[src/rtl/dmem_pkg.sv]
// Shared types for the data-memory responder.
// State encoding, latched request bundle and byte-lane helper.
package dmem_pkg;

  localparam int WORD_BYTES = 4;

  typedef enum logic [1:0] {
    IDLE,
    WAIT,
    RESP
  } state_e;

  typedef struct packed {
    logic        we;
    logic [31:0] addr;
    logic [31:0] wdata;
    logic [3:0]  be;
  } dmem_req_t;

  function automatic logic [31:0] be_mask(
    input logic [WORD_BYTES-1:0] be
  );
    logic [31:0] m;
    m = '0;
    for (int i = 0; i < WORD_BYTES; i++) begin
      m[8*i +: 8] = {8{be[i]}};
    end
    return m;
  endfunction

endpackage

[src/rtl/dmem_array.sv]
// Byte-enabled word storage: combinational read,
// synchronous write on one shared address port.
module dmem_array #(
  parameter int DEPTH = 64
) (
  input  logic                     clk,
  input  logic                     we,
  input  logic [3:0]               be,
  input  logic [$clog2(DEPTH)-1:0] addr,
  input  logic [31:0]              wdata,
  output logic [31:0]              rdata
);
  import dmem_pkg::*;

  logic [31:0] mem_q [DEPTH];

  // Contents survive reset by design.
  always_ff @(posedge clk) begin
    if (we) begin
      for (int i = 0; i < WORD_BYTES; i++) begin
        if (be[i]) begin
          mem_q[addr][8*i +: 8] <= wdata[8*i +: 8];
        end
      end
    end
  end

  assign rdata = mem_q[addr];

endmodule

[src/rtl/dmem_responder.sv]
// Data-memory responder with programmable wait states.
// One outstanding request; single-cycle response pulse.
module dmem_responder #(
  parameter int DEPTH   = 64,
  parameter int LATENCY = 2
) (
  input  logic        clk,
  input  logic        reset,
  input  logic        req_valid,
  output logic        req_ready,
  input  logic        req_we,
  input  logic [31:0] req_addr,
  input  logic [31:0] req_wdata,
  input  logic [3:0]  req_be,
  output logic        resp_valid,
  output logic [31:0] resp_rdata,
  output logic        resp_err
);
  import dmem_pkg::*;

  localparam int AW = $clog2(DEPTH);

  state_e      state_q, state_d;
  logic [3:0]  cnt_q, cnt_d;
  dmem_req_t   req_q, req_d;
  logic        err;
  logic        mem_we;
  logic [31:0] mem_rdata;

  assign req_ready = (state_q == IDLE);

  always_comb begin
    state_d = state_q;
    cnt_d   = cnt_q;
    req_d   = req_q;
    unique case (state_q)
      IDLE: begin
        if (req_valid) begin
          req_d.we    = req_we;
          req_d.addr  = req_addr;
          req_d.wdata = req_wdata;
          req_d.be    = req_be;
          cnt_d       = 4'(LATENCY - 1);
          state_d     = (LATENCY > 1) ? WAIT : RESP;
        end
      end
      WAIT: begin
        cnt_d = cnt_q - 4'd1;
        if (cnt_q <= 4'd1) begin
          state_d = RESP;
        end
      end
      RESP: begin
        state_d = IDLE;
      end
      default: begin
        state_d = IDLE;
      end
    endcase
  end

  always_ff @(posedge clk) begin
    if (!reset) begin
      state_q <= IDLE;
      cnt_q   <= '0;
      req_q   <= '0;
    end else begin
      state_q <= state_d;
      cnt_q   <= cnt_d;
      req_q   <= req_d;
    end
  end

  assign err = (req_q.addr[1:0] != 2'b00)
            || (req_q.addr[31:2] >= 30'(DEPTH));

  // Gating with reset drops a write caught in RESP by reset.
  assign mem_we = (state_q == RESP) && req_q.we
               && !err && reset;

  assign resp_valid = (state_q == RESP);
  assign resp_err   = resp_valid && err;
  assign resp_rdata = (resp_valid && !req_q.we && !err)
                    ? (mem_rdata & be_mask(req_q.be))
                    : '0;

  dmem_array #(
    .DEPTH(DEPTH)
  ) u_array (
    .clk  (clk),
    .we   (mem_we),
    .be   (req_q.be),
    .addr (req_q.addr[AW+1:2]),
    .wdata(req_q.wdata),
    .rdata(mem_rdata)
  );

endmodule

[config.mk]
export PLATFORM = sky130hd
export DESIGN_NAME = dmem_responder
export DESIGN_NICKNAME = d
export VERILOG_FILES = /design/src/rtl/dmem_pkg.sv /design/src/rtl/dmem_array.sv /design/src/rtl/dmem_responder.sv
export SDC_FILE = /design/constraint.sdc
export NUM_CORES = 2
export LEC_CHECK = 0
export ABC_AREA = 0
export BUFFER_PORTS_ARGS = -buffer_cell sky130_fd_sc_hd__buf_2
export CAP_MARGIN = 10
export CORE_AREA = 10 10 468 470
export CTS_CLUSTER_SIZE = 10
export DETAILED_ROUTE_END_ITERATION = 10
export DIE_AREA = 0 0 478 480
export PLACE_DENSITY = 0.62
export SYNTH_ARGS = -nofsm -noshare
export SYNTH_HDL_FRONTEND = slang
export SYNTH_SLANG_ARGS = --single-unit
[constraint.sdc]
create_clock -name clk -period 3.55 [get_ports clk]
set_clock_uncertainty 0.2 [all_clocks]
set_input_delay 0 -clock clk [delete_from_list [all_inputs] [get_ports clk]]
set_output_delay 0 -clock clk [all_outputs]
set_load 0.05 [all_outputs]
# Yosys cells after proc, flatten, opt, wreduce, memory -nomap -nowiden
# Memories as Yosys holds them, arrays and structs flattened. A register that Yosys moved wholly into a read port is not among the register bits.
# Cells that the tools add are included.
# totals
register_bits	75
ramBits	2048
in_bits	72
output_inout_bits	35
word_cells	50
mem_count	1
# classes
n_addsub	1
order_cmp	2
n_eq_ne	4
muxes	20
n_bitwise	1
reduce_logical	15
# memory_table
memory	depth	word_bits	read_ports	rd_clocked_by_memory_dff	wr	line_no	source
u_array.mem_q	64	32	1	1	1	dmem_array.sv:15	logic [31:0] mem_q [DEPTH];
# ops
op	count
32-bit bitwise AND	1
32-bit 2-to-1 mux	1
30-bit by 7-bit >= comparator with 1-bit output, second input constant	1
1-bit 2-to-1 mux	12
6-bit 2-to-1 mux	2
4-bit one-hot mux with 2 select lines	1
1-bit logical AND	6
2-bit AND reduction	3
4-bit by 1-bit less-or-equal comparator with 1-bit output, second input constant	1
2-bit 2-to-1 mux	2
4-bit 2-to-1 mux	1
2-bit inequality test, second input constant	2
2-bit one-hot mux with 2 select lines	1
2-bit nonzero test	2
4-bit by 1-bit subtractor with 4-bit output, second input constant	1
2-bit by 1-bit equality test with 1-bit output, second input constant	1
2-bit equality test, second input constant	1
1-bit logical NOT	2
2-bit logical NOT	1
1-bit logical OR	1

# Logic depth before layout (Yosys ltp)
# depth
ltp_word	7
mapped_depth	12
mapped_depth_nobuf	6

# By module
# Synthesis repeated with hierarchy kept, for this count alone.
# unflattened
cells_unflattened	5038
area_unflattened_um2	81680.8
# modules_own_cells
module	instances	cells_each	area_per_inst_um2	seq_area_each_um2
dmem_array	1	4614	78407.7	61499.0
dmem_responder	1	424	3273.1	1501.4

# Worst setup path after synthesis
# Ideal clock, no wire load.
# synth_timing
path_kind	register to output
from	register with a tool-made name
to	output port resp_rdata[4]
arrival_time_ps	3311
required_time_ps	3350
setup_slack_ps	39
path_stages_with_launch	9
n_path_buf	5
cell_sequence	dfxtp_1 buf_4 buf_4 buf_6 buf_6 buf_2 nand2_1 a32o_1 a2111oi_1
# synth_lines
element	line_no	source
to (decl)	dmem_responder.sv:16	output logic [31:0] resp_rdata,

==> flow_summary.toml <==
[setup_path]
worstPathRequired_ns = 3.35
crit_chain = "buf_12 > buf_8 > buf_12 > or2_4 > buf_12 > buf_8 > o22ai_2 > nor2_1 > a221oi_2 > o21ai_1 > a211oi_2 > clkbuf_16"
startpoint_type = "register"
end_kind = "output port"
slowest_delay_ns = 0.38
cp_max_fo = 7
worst_ep_arrival_time_ns = 3.56
critPathKind = "reg2out"
path_common_cell = "buf_12"
critPathSlowestCell = "dfxtp_4"

[timing]
post-route-period-util_pct = 106
setup_viol_count_final = 30
layout_min_cycle_time_ns = 3.76
hold_viol_final = 0
slew_violations = 0
tns_ns = -3.82
fin_ws_ns = -0.212
tightest_slew_ns = 1.24
whs_ns = 0.168
rsz0062_at_grt = "yes"
fmax_mhz = 266
slew-limit-headroom_pct = 17.5

[die]
start_util_pct = 39.8
die_h_um = 480
die_x_um = 478
io_pins = 107
dieArea_um2 = 229000
core_um2 = 209000
fp-row-count = 168

[clock_network]
clock-sinks = 2129
cts_buffer_depth = 3
worstSkewPairLatency_ns = 0.87
h-tree-depth = 4
clkTransAtPathRegs_ns = 0.06
tritoncts = "done"
root_buffer = "clkbuf_16"
cts_buffers = 231

[layout]
areaGrowthSynthToFinish_pct = 23.6
final_cell_mix = "2048 x edfxtp_1, 516 x buf_4, 496 x mux4_2"
mostFrequentLayoutCell = "edfxtp_1"
nNetsFinal = 5148
multi_input_area_um2 = 19500
seq_area_um2 = 63200
layoutNonFillerInstCount = 7948
drive_gt1_share_pct = 34.0
fillers = 16600

[synth]
yosys_warnings = 0
syn_area_um2 = 83300
syn_nets = 4123
async_flop_share_pct = 0
synthFlopType = "edfxtp_1"
ys_seq_area_share_pct = 75.8
synth_edf_count = 2048
synth.distinct_cells = 53
synthCells = 4049
synth-seq-cells = 2129
syn_area_per_cell_um2 = 20.6

[pwr]
peakVddDrop_uv = 417
p_per_area_nw_per_um2 = 519
totalPowerFinal_uw = 53400
power.leakage_uw = 0.0338

[global_route]
grt_max_degree = 76
antenna_found_initial = 5
track_usage_pct = 20.0
grt_pass1_wl_um = 336000
grt_pass1_vias = 45200
overflow = 0

[placement]
dp_hpwl_um = 147000
port_buffers = 106
gp_congestion = 0.858
dp_cells = 7203
preCtsSetupSlack_ns = 0.0152

[route]
wl_per_cell_um = 29.7
ant_nets = 0
drt_iter0_drc = 5441
vias_per_cell = 5.67
drc_errors = 0
dr.pass1.iters = 5
vias = 45100
routed_wl_um = 236000

[hold_path]
hold_class = "in2reg"

[outcome]
status = "finished with violations"
failed_checks = "negative setup slack"

[flow_run]
cap_violations = 0
[cells by family (layout without fill, tap and decap cells)]
logic type / Yosys count / after routing / synth area share (%)
flops: 2129 / 2129 / 75.8
simple gates: 709 / 709 / 3.51
mux: 679 / 679 / 16.2
compound gates: 284 / 284 / 2.37
buf+inv: 245 / 1338 / 2.12
fa+ha+maj: 2 / 2 / 0.0300
xor+xnor: 1 / 1 / 0.0105
other cells: 0 / 1 / 0
[state kept, by name, indices dropped and copies added, names as in the netlist, named ones only]
register	count
u_array.mem_q	2048
cnt_q	4
state_q	2
req_q	69
[final cells by class]
| cell class | instances | share of cell area [%] |
|---|---|---|
| well taps | 2805 | 3.41 |
| clock buffers | 286 | 5.86 |
| repair buffers | 1032 | 10.2 |
| clock inverters | 15 | 0.204 |
| inverters | 5 | 0.0194 |
| multi-input cells | 1675 | 19.0 |
| diodes | 1 | 0.00243 |
| flip-flops and latches | 2129 | 61.4 |
[layer usage]
| layer | vias up | wire, um | global-route usage (%) |
|---|---|---|---|
| li1 | 18500 | - | - |
| met1 | 23900 | 92100 | 26.6 |
| met2 | 2190 | 117000 | 33.2 |
| met3 | 411 | 18500 | 3.60 |
| met4 | 2 | 8720 | 7.22 |
| met5 | - | 12 | 0 |
[per-stage QoR]
step,cell area (um2),util [%]
global placement,90200,43.1
finish,103000,49.2
detailed placement,90200,43.1
floorplan,83300,-
CTS,101000,48.5
global route,103000,49.2
[final timing paths]
path,start,endpoint,slack [ns],depth (start not counted)
worst max-delay path,register,resp_rdata[22],-0.21,12
worst min-delay path,reset,req_q[20]$_SDFFE_PN0P_,0.17,4
worst max register to register,state_q[1]$_SDFFE_PN0P_,req_q[68]$_SDFFE_PN0P_,0.29,7
worst min register to register,req_q[58]$_SDFFE_PN0P_,req_q[58]$_SDFFE_PN0P_,0.29,2
[cells in the mapped netlist, drive strengths merged (7+ instances only)]
master	number	share of area, %
buf	151	1.7
nand2b	7	0.053
and2	18	0.14
o21ai	20	0.12
mux2i	155	1.9
nor3	19	0.11
o22ai	30	0.23
nor4	15	0.11
a22oi	20	0.18
nor2b	19	0.14
nand3	12	0.072
clkbuf	87	0.41
nand2	289	1.3
a31oi	10	0.075
a21oi	59	0.35
o221ai	19	0.20
mux4	520	14
a21boi	69	0.62
dfxtp	81	1.9
edfxtp	2048	74
nor2	307	1.4
a211oi	37	0.38
[worst max-delay path, delay by kind of cell (launching register included)]
| kind | cells | cell delay [ns] |
|---|---|---|
| compound gates | 4 | 0.97 |
| buf+inv | 6 | 0.96 |
| flops | 1 | 0.38 |
| simple gates | 2 | 0.36 |
[power by group]
group	switching, uW	leakage (uW)	internal, uW	total (uW)
combinational	2300	0.0107	2080	4380
clock	9160	0.00303	11700	20900
sequential	412	0.0201	27700	28200
total	11900	0.0338	41500	53400
[repair_timing]
item,CTS,global route
hold endpoints to repair,81,0
pin swaps,29,56
hold buffers,257,0
cloned,20,9
gates resized for setup,260,161
setup endpoints to repair,32,34
buffers inserted,77,92
Power figures use the tool's default switching activity.
